[src/rtl/reg_bank_16x16.sv]
// reg_bank_16x16: sixteen WIDTH-bit registers plus a FLAG_W-bit status register.
// The bank has one write-back port with a valid/ready handshake.
// A one-entry hold buffer absorbs one write while the datapath is stalled.
// Optional build macro REG_BANK_R0_ZERO_EN: r0 reads as constant zero and has no storage.
module reg_bank_16x16 #(
  parameter int WIDTH  = 16,
  parameter int FLAG_W = 5
) (
  input  logic              clk,
  input  logic              reset,
  input  logic              wr_valid,
  output logic              wr_ready,
  input  logic [3:0]        wr_addr,
  input  logic [WIDTH-1:0]  wr_data,
  input  logic              stall,
  input  logic              flags_we,
  input  logic [FLAG_W-1:0] flags_in,
  output logic [WIDTH-1:0]  r0,
  output logic [WIDTH-1:0]  r1,
  output logic [WIDTH-1:0]  r2,
  output logic [WIDTH-1:0]  r3,
  output logic [WIDTH-1:0]  r4,
  output logic [WIDTH-1:0]  r5,
  output logic [WIDTH-1:0]  r6,
  output logic [WIDTH-1:0]  r7,
  output logic [WIDTH-1:0]  r8,
  output logic [WIDTH-1:0]  r9,
  output logic [WIDTH-1:0]  r10,
  output logic [WIDTH-1:0]  r11,
  output logic [WIDTH-1:0]  r12,
  output logic [WIDTH-1:0]  r13,
  output logic [WIDTH-1:0]  r14,
  output logic [WIDTH-1:0]  r15,
  output logic [FLAG_W-1:0] psr,
  output logic              pend_valid
);

  logic [WIDTH-1:0]  regs [1:15];
  logic [3:0]        pend_addr;
  logic [WIDTH-1:0]  pend_data;

  logic              accept;
  logic              commit_en;
  logic [3:0]        commit_addr;
  logic [WIDTH-1:0]  commit_data;
  logic              pend_load;
  logic              pend_valid_nxt;

  assign wr_ready = !pend_valid || !stall;
  assign accept   = wr_valid && wr_ready;

  // Choose the single register commit for this edge and the hold-buffer update.
  // The buffered write always commits before a newly accepted one, which keeps program order.
  always_comb begin
    commit_en      = 1'b0;
    commit_addr    = wr_addr;
    commit_data    = wr_data;
    pend_load      = 1'b0;
    pend_valid_nxt = pend_valid;
    if (!stall) begin
      if (pend_valid) begin
        commit_en      = 1'b1;
        commit_addr    = pend_addr;
        commit_data    = pend_data;
        pend_load      = accept;
        pend_valid_nxt = accept;
      end else if (accept) begin
        commit_en = 1'b1;
      end
    end else if (!pend_valid && accept) begin
      pend_load      = 1'b1;
      pend_valid_nxt = 1'b1;
    end
  end

  // Hold buffer: capture a write that cannot commit yet.
  always_ff @(posedge clk) begin
    if (reset) begin
      pend_valid <= 1'b0;
      pend_addr  <= '0;
      pend_data  <= '0;
    end else begin
      pend_valid <= pend_valid_nxt;
      if (pend_load) begin
        pend_addr <= wr_addr;
        pend_data <= wr_data;
      end
    end
  end

  // Registers r1..r15 take the selected commit.
  always_ff @(posedge clk) begin
    if (reset) begin
      for (int i = 1; i < 16; i++) regs[i] <= '0;
    end else begin
      for (int i = 1; i < 16; i++)
        if (commit_en && commit_addr == 4'(i)) regs[i] <= commit_data;
    end
  end

`ifdef REG_BANK_R0_ZERO_EN
  assign r0 = '0;
`else
  logic [WIDTH-1:0] reg0;

  // r0 behaves like any other register in this build.
  always_ff @(posedge clk) begin
    if (reset)                                reg0 <= '0;
    else if (commit_en && commit_addr == 4'd0) reg0 <= commit_data;
  end

  assign r0 = reg0;
`endif

  // Status register loads whenever requested, regardless of stall or the write port.
  always_ff @(posedge clk) begin
    if (reset)         psr <= '0;
    else if (flags_we) psr <= flags_in;
  end

  assign r1  = regs[1];
  assign r2  = regs[2];
  assign r3  = regs[3];
  assign r4  = regs[4];
  assign r5  = regs[5];
  assign r6  = regs[6];
  assign r7  = regs[7];
  assign r8  = regs[8];
  assign r9  = regs[9];
  assign r10 = regs[10];
  assign r11 = regs[11];
  assign r12 = regs[12];
  assign r13 = regs[13];
  assign r14 = regs[14];
  assign r15 = regs[15];

endmodule

[config.mk]
export PLATFORM = sky130hd
export DESIGN_NAME = reg_bank_16x16
export DESIGN_NICKNAME = d
export VERILOG_FILES = /design/src/rtl/reg_bank_16x16.sv
export SDC_FILE = /design/constraint.sdc
export NUM_CORES = 1
export LEC_CHECK = 0
export BUFFER_PORTS_ARGS = -buffer_cell sky130_fd_sc_hd__buf_2
export CORE_MARGIN = 3
export CORE_UTILIZATION = 56
export DETAILED_ROUTE_END_ITERATION = 8
export GPL_TIMING_DRIVEN = 0
export MAX_ROUTING_LAYER = met4
export PLACE_DENSITY = 0.94
export SYNTH_ARGS = -nofsm -noshare
export SYNTH_HDL_FRONTEND = slang
export SYNTH_SLANG_ARGS = --single-unit
[constraint.sdc]
create_clock -name clk -period 6.3 [get_ports clk]
set_input_delay 1.26 -clock clk [delete_from_list [all_inputs] [get_ports clk]]
set_output_delay 1.26 -clock clk [all_outputs]
set_load 0.03 [all_outputs]
==> results of run 1 <==
metrics by stage:
stage / setup slack (ps) / power (mW) / utilization / hold slack (ps)
4_1_cts: 2820 / 4.17 / 0.723 / 469
2_1_floorplan: 2940 / 2.42 / - / 441
3_3_place_gp: 2410 / 2.56 / 0.674 / 453
3_5_place_dp: 2280 / 2.57 / 0.674 / 460
5_1_grt: 2860 / 4.28 / 0.724 / 507
6_report: 2970 / 4.17 / 0.724 / 473
flip-flops by register name, indices dropped and copies added (netlist names):
| register | cells |
|---|---|
| pend_data | 16 |
| psr | 5 |
| pend_addr | 4 |
| regs | 240 |
| r0 | 16 |
| pend_valid | 1 |
how the worst min path moves through the flow:
stage | start | to | slack (ps)
floorplan | pend_addr[0] | pend_addr[0] | 440
global placement | pend_addr[0] | pend_addr[0] | 450
detailed placement | pend_addr[0] | pend_addr[0] | 460
CTS | pend_addr[0] | pend_addr[0] | 470
global route | pend_addr[0] | pend_addr[0] | 510
finish | pend_addr[0] | pend_addr[0] | 470
worst max-delay path, cell delays in order:
cell and delay, ps:
buf_2 110, nand2b_1 190, buf_4 250, mux2i_1 1000, clkbuf_1 600, nor2_1 140
report_power, final:
group / leakage, nW / switching, mW / internal (mW)
sequential: 2.84 / 0.0273 / 2.09
clock: 0.442 / 0.662 / 0.964
combinational: 2.65 / 0.323 / 0.0941
total: 5.93 / 1.01 / 3.15
routing by layer:
| metal | GRT usage | part of all wire |
|---|---|---|
| met1 | 0.347 | 0.36 |
| met4 | 0.131 | 0.049 |
| met3 | 0.0603 | 0.091 |
| met2 | 0.480 | 0.50 |
| met5 | - | 0 |
final cells by class:
type | count | area share
flip-flops and latches | 282 | 0.610
multi-input cells | 402 | 0.165
repair buffers | 290 | 0.110
clock buffers | 37 | 0.0573
plain buffers | 58 | 0.0223
well taps | 229 | 0.0217
clock inverters | 14 | 0.0112
inverters | 7 | 0.00199
logic make-up (layout without fill, tap and decap cells):
family | after synthesis | count (layout)
AO/OA/AOI/OAI | 61 | 61
XOR/XNOR | 1 | 1
buffers and inverters | 65 | 406
flip-flops | 282 | 282
multiplexers | 38 | 38
AND/OR/NAND/NOR | 302 | 302
cells in the mapped netlist (2+ instances only):
| cell type | instances | area [sq um] |
|---|---|---|
| a211oi_1 | 13 | 97.6 |
| nor2_1 | 261 | 980 |
| buf_4 | 5 | 37.5 |
| nand2b_1 | 3 | 18.8 |
| inv_1 | 7 | 26.3 |
| edfxtp_1 | 240 | 7210 |
| and2_1 | 2 | 12.5 |
| nand2_1 | 10 | 37.5 |
| o21bai_1 | 4 | 30.0 |
| a21oi_1 | 21 | 105 |
| nand3_1 | 4 | 20.0 |
| clkbuf_1 | 18 | 67.6 |
| buf_1 | 2 | 7.51 |
| nand4b_2 | 7 | 105 |
| mux2i_1 | 38 | 380 |
| a31o_2 | 7 | 61.3 |
| nand3_2 | 6 | 60.1 |
| buf_2 | 31 | 155 |
| a21o_1 | 8 | 60.1 |
| a211oi_2 | 3 | 37.5 |
| dfxtp_1 | 42 | 841 |
| nor4bb_1 | 2 | 20.0 |
==> out/results.ini, run 1 <==
[outcome]
status = finished, final reports clean

[global_routing]
antenna_found_initial = 0
grt_overflow = 0
grt_max_degree = 17
grt_pass1_vias = 7400
grt_usage = 0.291
grt_pass1_wl_um = 43100

[clock_tree]
cts_tree = yes
clk_latency_ps = 520
cts_sinks = 282
clockRootBuffer = clkbuf_16
h-tree-depth = 1
post_cts_resized = 0
clkTransAtPathRegs_ps = 60
cts_buffers = 28
postCtsSetupBuffers = 0
cts_hold_buf = 0
clockBufferDepth = 3

[cells_and_area]
fin_area_sq_um = 13200
fill_cells = 1119
layout_commonest_cell = buf_2
fin_nets = 1099
area_growth_pct = 25.2
mostFrequentLayoutCells = 321 x buf_2, 261 x nor2_1, 240 x edfxtp_1
ff_latch_area_sq_um = 8050
multi_input_area_sq_um = 2180
stdcell_count = 1319
drive_gt1_frac = 0.367
diodes = 0

[detailed_routing]
wl_um = 29500
drtIter0Drc = 608
viasPerCell = 5.67
drc_errors = 0
dr.pass1.iters = 5
ant_nets = 0
vias = 7480
wl_per_cell_um = 22.4

[power]
ir_drop_uv = 256
leakage_nw = 5.93
power_density_nw_per_um2 = 316

[floorplan]
start_util = 0.578
dieArea_sq_um = 20500
coreArea_sq_um = 18200
num_rows = 49
ioPinCount = 293
die_w_um = 143
die_height_um = 143

[hold_path]
hold_path_depth = 2
hold_class = flop to flop

[placement]
io_buffer_count = 290
placed_cell_area_sq_um = 12300
hpwlAfterDp_um = 20800
gp_congestion = 0.860
placedCellCount = 1268

[sta]
fin_skew_ps = 11.4
finalSetupTns_ps = 0
period_minus_slack_ps = 3330
slew_violations = 0
rsz0062_at_grt = false
relSlewSlack = 0.174
setup_viol = 0
max_slew.worst_pin.slew_ps = 1200
hold_viol = 0
min_period_over_period = 0.528
fmax_mhz = 301

[logic_synthesis]
synthSimpleGateAreaFrac = 0.125
syn_area_sq_um = 10500
synth-edff-count = 240
synth_nets = 779
post_synth.cell_area_avg_sq_um = 14.1
synth_top_family_by_area = simple AND/OR/NAND/NOR gates
ys_warn_count = 0
synthXorXnorAreaFrac = 0.000832
synth-async-reset-ratio = 0
ys_types = 37
seq_area_frac_synth = 0.764
ys.flop_type = edfxtp_1
ys_ff_latch = 282
muxShareOfSynthArea = 0.0361
synth_fa_ha_area_frac = 0
synth-compound-area-share = 0.0434
syn_inst = 749

[worst_setup_path]
timing.rr.start = pend_valid
end_kind = flop
cp-endpoint = regs[0][110]
crit_arrival_ps = 3560
startpoint = stall
criticalPathCategory = input pin to flop
cp.required_ps = 6540
crit_path_max_fanout = 10
reg2reg_depth = 5
r2r-end = regs[0][110]
reg2reg_slack_ps = 3490
cp-start-kind = input pin

[flow_run]
max_cap_violations = 0

(Power assumes the default switching activity.)
==> inputs of run 2 (changes only) <==
--- a/config.mk
+++ b/config.mk
@@ -7,11 +7,11 @@
 export LEC_CHECK = 0
 export BUFFER_PORTS_ARGS = -buffer_cell sky130_fd_sc_hd__buf_2
 export CORE_MARGIN = 3
-export CORE_UTILIZATION = 56
+export CORE_UTILIZATION = 52
 export DETAILED_ROUTE_END_ITERATION = 8
 export GPL_TIMING_DRIVEN = 0
 export MAX_ROUTING_LAYER = met4
-export PLACE_DENSITY = 0.94
+export PLACE_DENSITY = 0.89
 export SYNTH_ARGS = -nofsm -noshare
 export SYNTH_HDL_FRONTEND = slang
 export SYNTH_SLANG_ARGS = --single-unit
==> constraint.sdc (replaced) <==
create_clock -name clk -period 3.2 [get_ports clk]
set_input_delay 0.64 -clock clk [delete_from_list [all_inputs] [get_ports clk]]
set_output_delay 0.64 -clock clk [all_outputs]
set_load 0.03 [all_outputs]
==> run 2 against run 1 <==
Sequential share of layout area increased by 0.12 points. First-iteration DRC count increased by 3.6%. Sequential power increased by 97%. Register-to-register slack got worse by 3000 ps. Final cell count increased by 2.7%. Via count decreased by 1.9%. Largest cell class unchanged.
==> out/results.ini, run 2 (synthesized netlist as in run 1, its figures left out) <==
[floorplan]
start_util = 0.536  ; -0.0425
coreArea_sq_um = 19700  ; +7.9%
die_w_um = 148  ; +3.6%
die_height_um = 148  ; +3.6%
num_rows = 51  ; +4.1%
ioPinCount = 293  ; unchanged
dieArea_sq_um = 22000  ; +7.4%

[worst_setup_path]
crit_slowest_cell = mux2i_1
path_cells = nand2b_1, buf_4, buf_4, mux2i_1, buf_2, nor2_1
path_delay_family = buffers and inverters
crit_top_cell = buf_4
reg2reg_depth = 6  ; +1
cp.required_ps = 3460  ; -3080 ps
max_stage_delay_ps = 840  ; -160 ps
timing.rr.start = pend_valid
crit_path_max_fanout = 10  ; unchanged
crit_arrival_ps = 3020  ; -540 ps
startpoint = pend_valid
criticalPathCategory = flop to flop
reg2reg_slack_ps = 440  ; -3050 ps
r2r-end = regs[0][108]
end_kind = flop
cp-start-kind = flop
path_buf_inv = 3  ; unchanged

[clock_tree]
clkTransAtPathRegs_ps = 60  ; about the same
cts_tree = yes
h-tree-depth = 1  ; unchanged
clockRootBuffer = clkbuf_16
postCtsSetupBuffers = 0  ; unchanged
cts_buffers = 27  ; -3.6%
cts_sinks = 282  ; unchanged
cts_hold_buf = 0  ; unchanged
clk_latency_ps = 530  ; about the same
clockBufferDepth = 3  ; unchanged
post_cts_resized = 0  ; unchanged

[hold_path]
hold_path_depth = 3  ; +1
min-delay-start = flags_in[4]
hold_class = input pin to flop
hold_end = psr[4]

[cells_and_area]
diodes = 0  ; unchanged
regMostFlops = regs
fin_nets = 1098  ; -0.091%
layout_commonest_cell = buf_2
drive_gt1_frac = 0.364  ; -0.00334
mostFrequentLayoutCells = 321 x buf_2, 261 x nor2_1, 240 x edfxtp_1
area_growth_pct = 25.0
stdcell_count = 1354  ; +2.7%
largest_register_ffs = 240  ; unchanged

[placement]
pre_cts_slack_ps = -162  ; -2440 ps
hpwlAfterDp_um = 20000  ; -3.8%
placedCellCount = 1304  ; +2.8%
io_buffer_count = 290  ; unchanged
gp_congestion = 0.864  ; +0.49%

[detailed_routing]
vias = 7337  ; -1.9%
dr.pass1.iters = 5  ; unchanged
viasPerCell = 5.42  ; -4.4%
drtIter0Drc = 630  ; +3.6%
wl_per_cell_um = 21.0  ; -6.0%
ant_nets = 0  ; unchanged
drc_errors = 0  ; unchanged
wl_um = 28500  ; -3.5%

[sta]
hold_viol = 0  ; unchanged
period_minus_slack_ps = 2760
max_slew.worst_pin.slew_ps = 1080  ; -123 ps
setup_slack_ps = 444  ; -2530 ps
fin_skew_ps = 15.0  ; +3.65 ps
rsz0062_at_grt = false
setup_viol = 0  ; unchanged
fmax_mhz = 363
slew_violations = 0  ; unchanged
relSlewSlack = 0.258  ; +0.0845
min_period_over_period = 0.861

[global_routing]
grt_max_degree = 17  ; unchanged
antenna_found_initial = 0  ; unchanged
grt_pass1_vias = 7100  ; -4.1%
grt_usage = 0.257  ; -0.0337
grt_pass1_wl_um = 41400  ; -3.9%
grt_overflow = 0  ; unchanged

[power]
ir_drop_uv = 467  ; +82%
power_density_nw_per_um2 = 608  ; +92%
leakage_nw = 5.91  ; -0.45%

[outcome]
status = finished, final reports clean

[flow_run]
max_cap_violations = 0  ; unchanged

## run 2: how the worst max path moves through the flow
stage / cells past startpoint / slack (ps) / end
6_report: 6 / 440 / regs[0][108]
5_1_grt: 6 / 340 / regs[0][172]
4_1_cts: 6 / 150 / regs[0][168]
3_5_place_dp: 7 / -160 / regs[0][232]
3_3_place_gp: 7 / -210 / regs[0][110]
2_1_floorplan: 6 / 460 / regs[0][100]
## run 2: worst min-delay path, cell delays in order
cell	delay [ps]
buf_2	70
mux2i_1	50
nor2_1	70
## run 2: stage by stage
step | power (mW) | TNS (ps) | utilization | hold slack (ps) | cell area (sq um)
3_5_place_dp | 5.06 | -5890 | 0.627 | 455 | 12300
6_report | 8.00 | 0 | 0.670 | 346 | 13200
5_1_grt | 8.20 | 0 | 0.670 | 360 | 13200
3_3_place_gp | 5.04 | -6830 | 0.627 | 452 | 12300
2_1_floorplan | 4.77 | 0 | - | 441 | 10500
4_1_cts | 8.00 | 0 | 0.669 | 335 | 13200
## run 2: area by class of cell
class / count / area (sq um)
fillers: 1359 / 6490
clock inverters: 14 / 103
multi-input cells: 402 / 2180
well taps: 265 / 332
inverters: 7 / 26.3
plain buffers: 58 / 294
clock buffers: 36 / 729
flip-flops and latches: 282 / 8050
repair buffers: 290 / 1450
## run 2: metal layers
layer | share of wire | up-vias | GRT usage
met2 | 0.50 | 473 | 0.435
met4 | 0.044 | 0 | 0.102
met1 | 0.36 | 3509 | 0.312
met5 | 0 | - | -
li1 | - | 3264 | -
met3 | 0.094 | 91 | 0.0433
## run 2: report_power, final
part	switching, mW	internal [mW]	total [mW]
clock network	1.33	1.69	3.01
registers	0.0524	4.12	4.18
logic	0.626	0.185	0.812
total	2.00	6.00	8.00
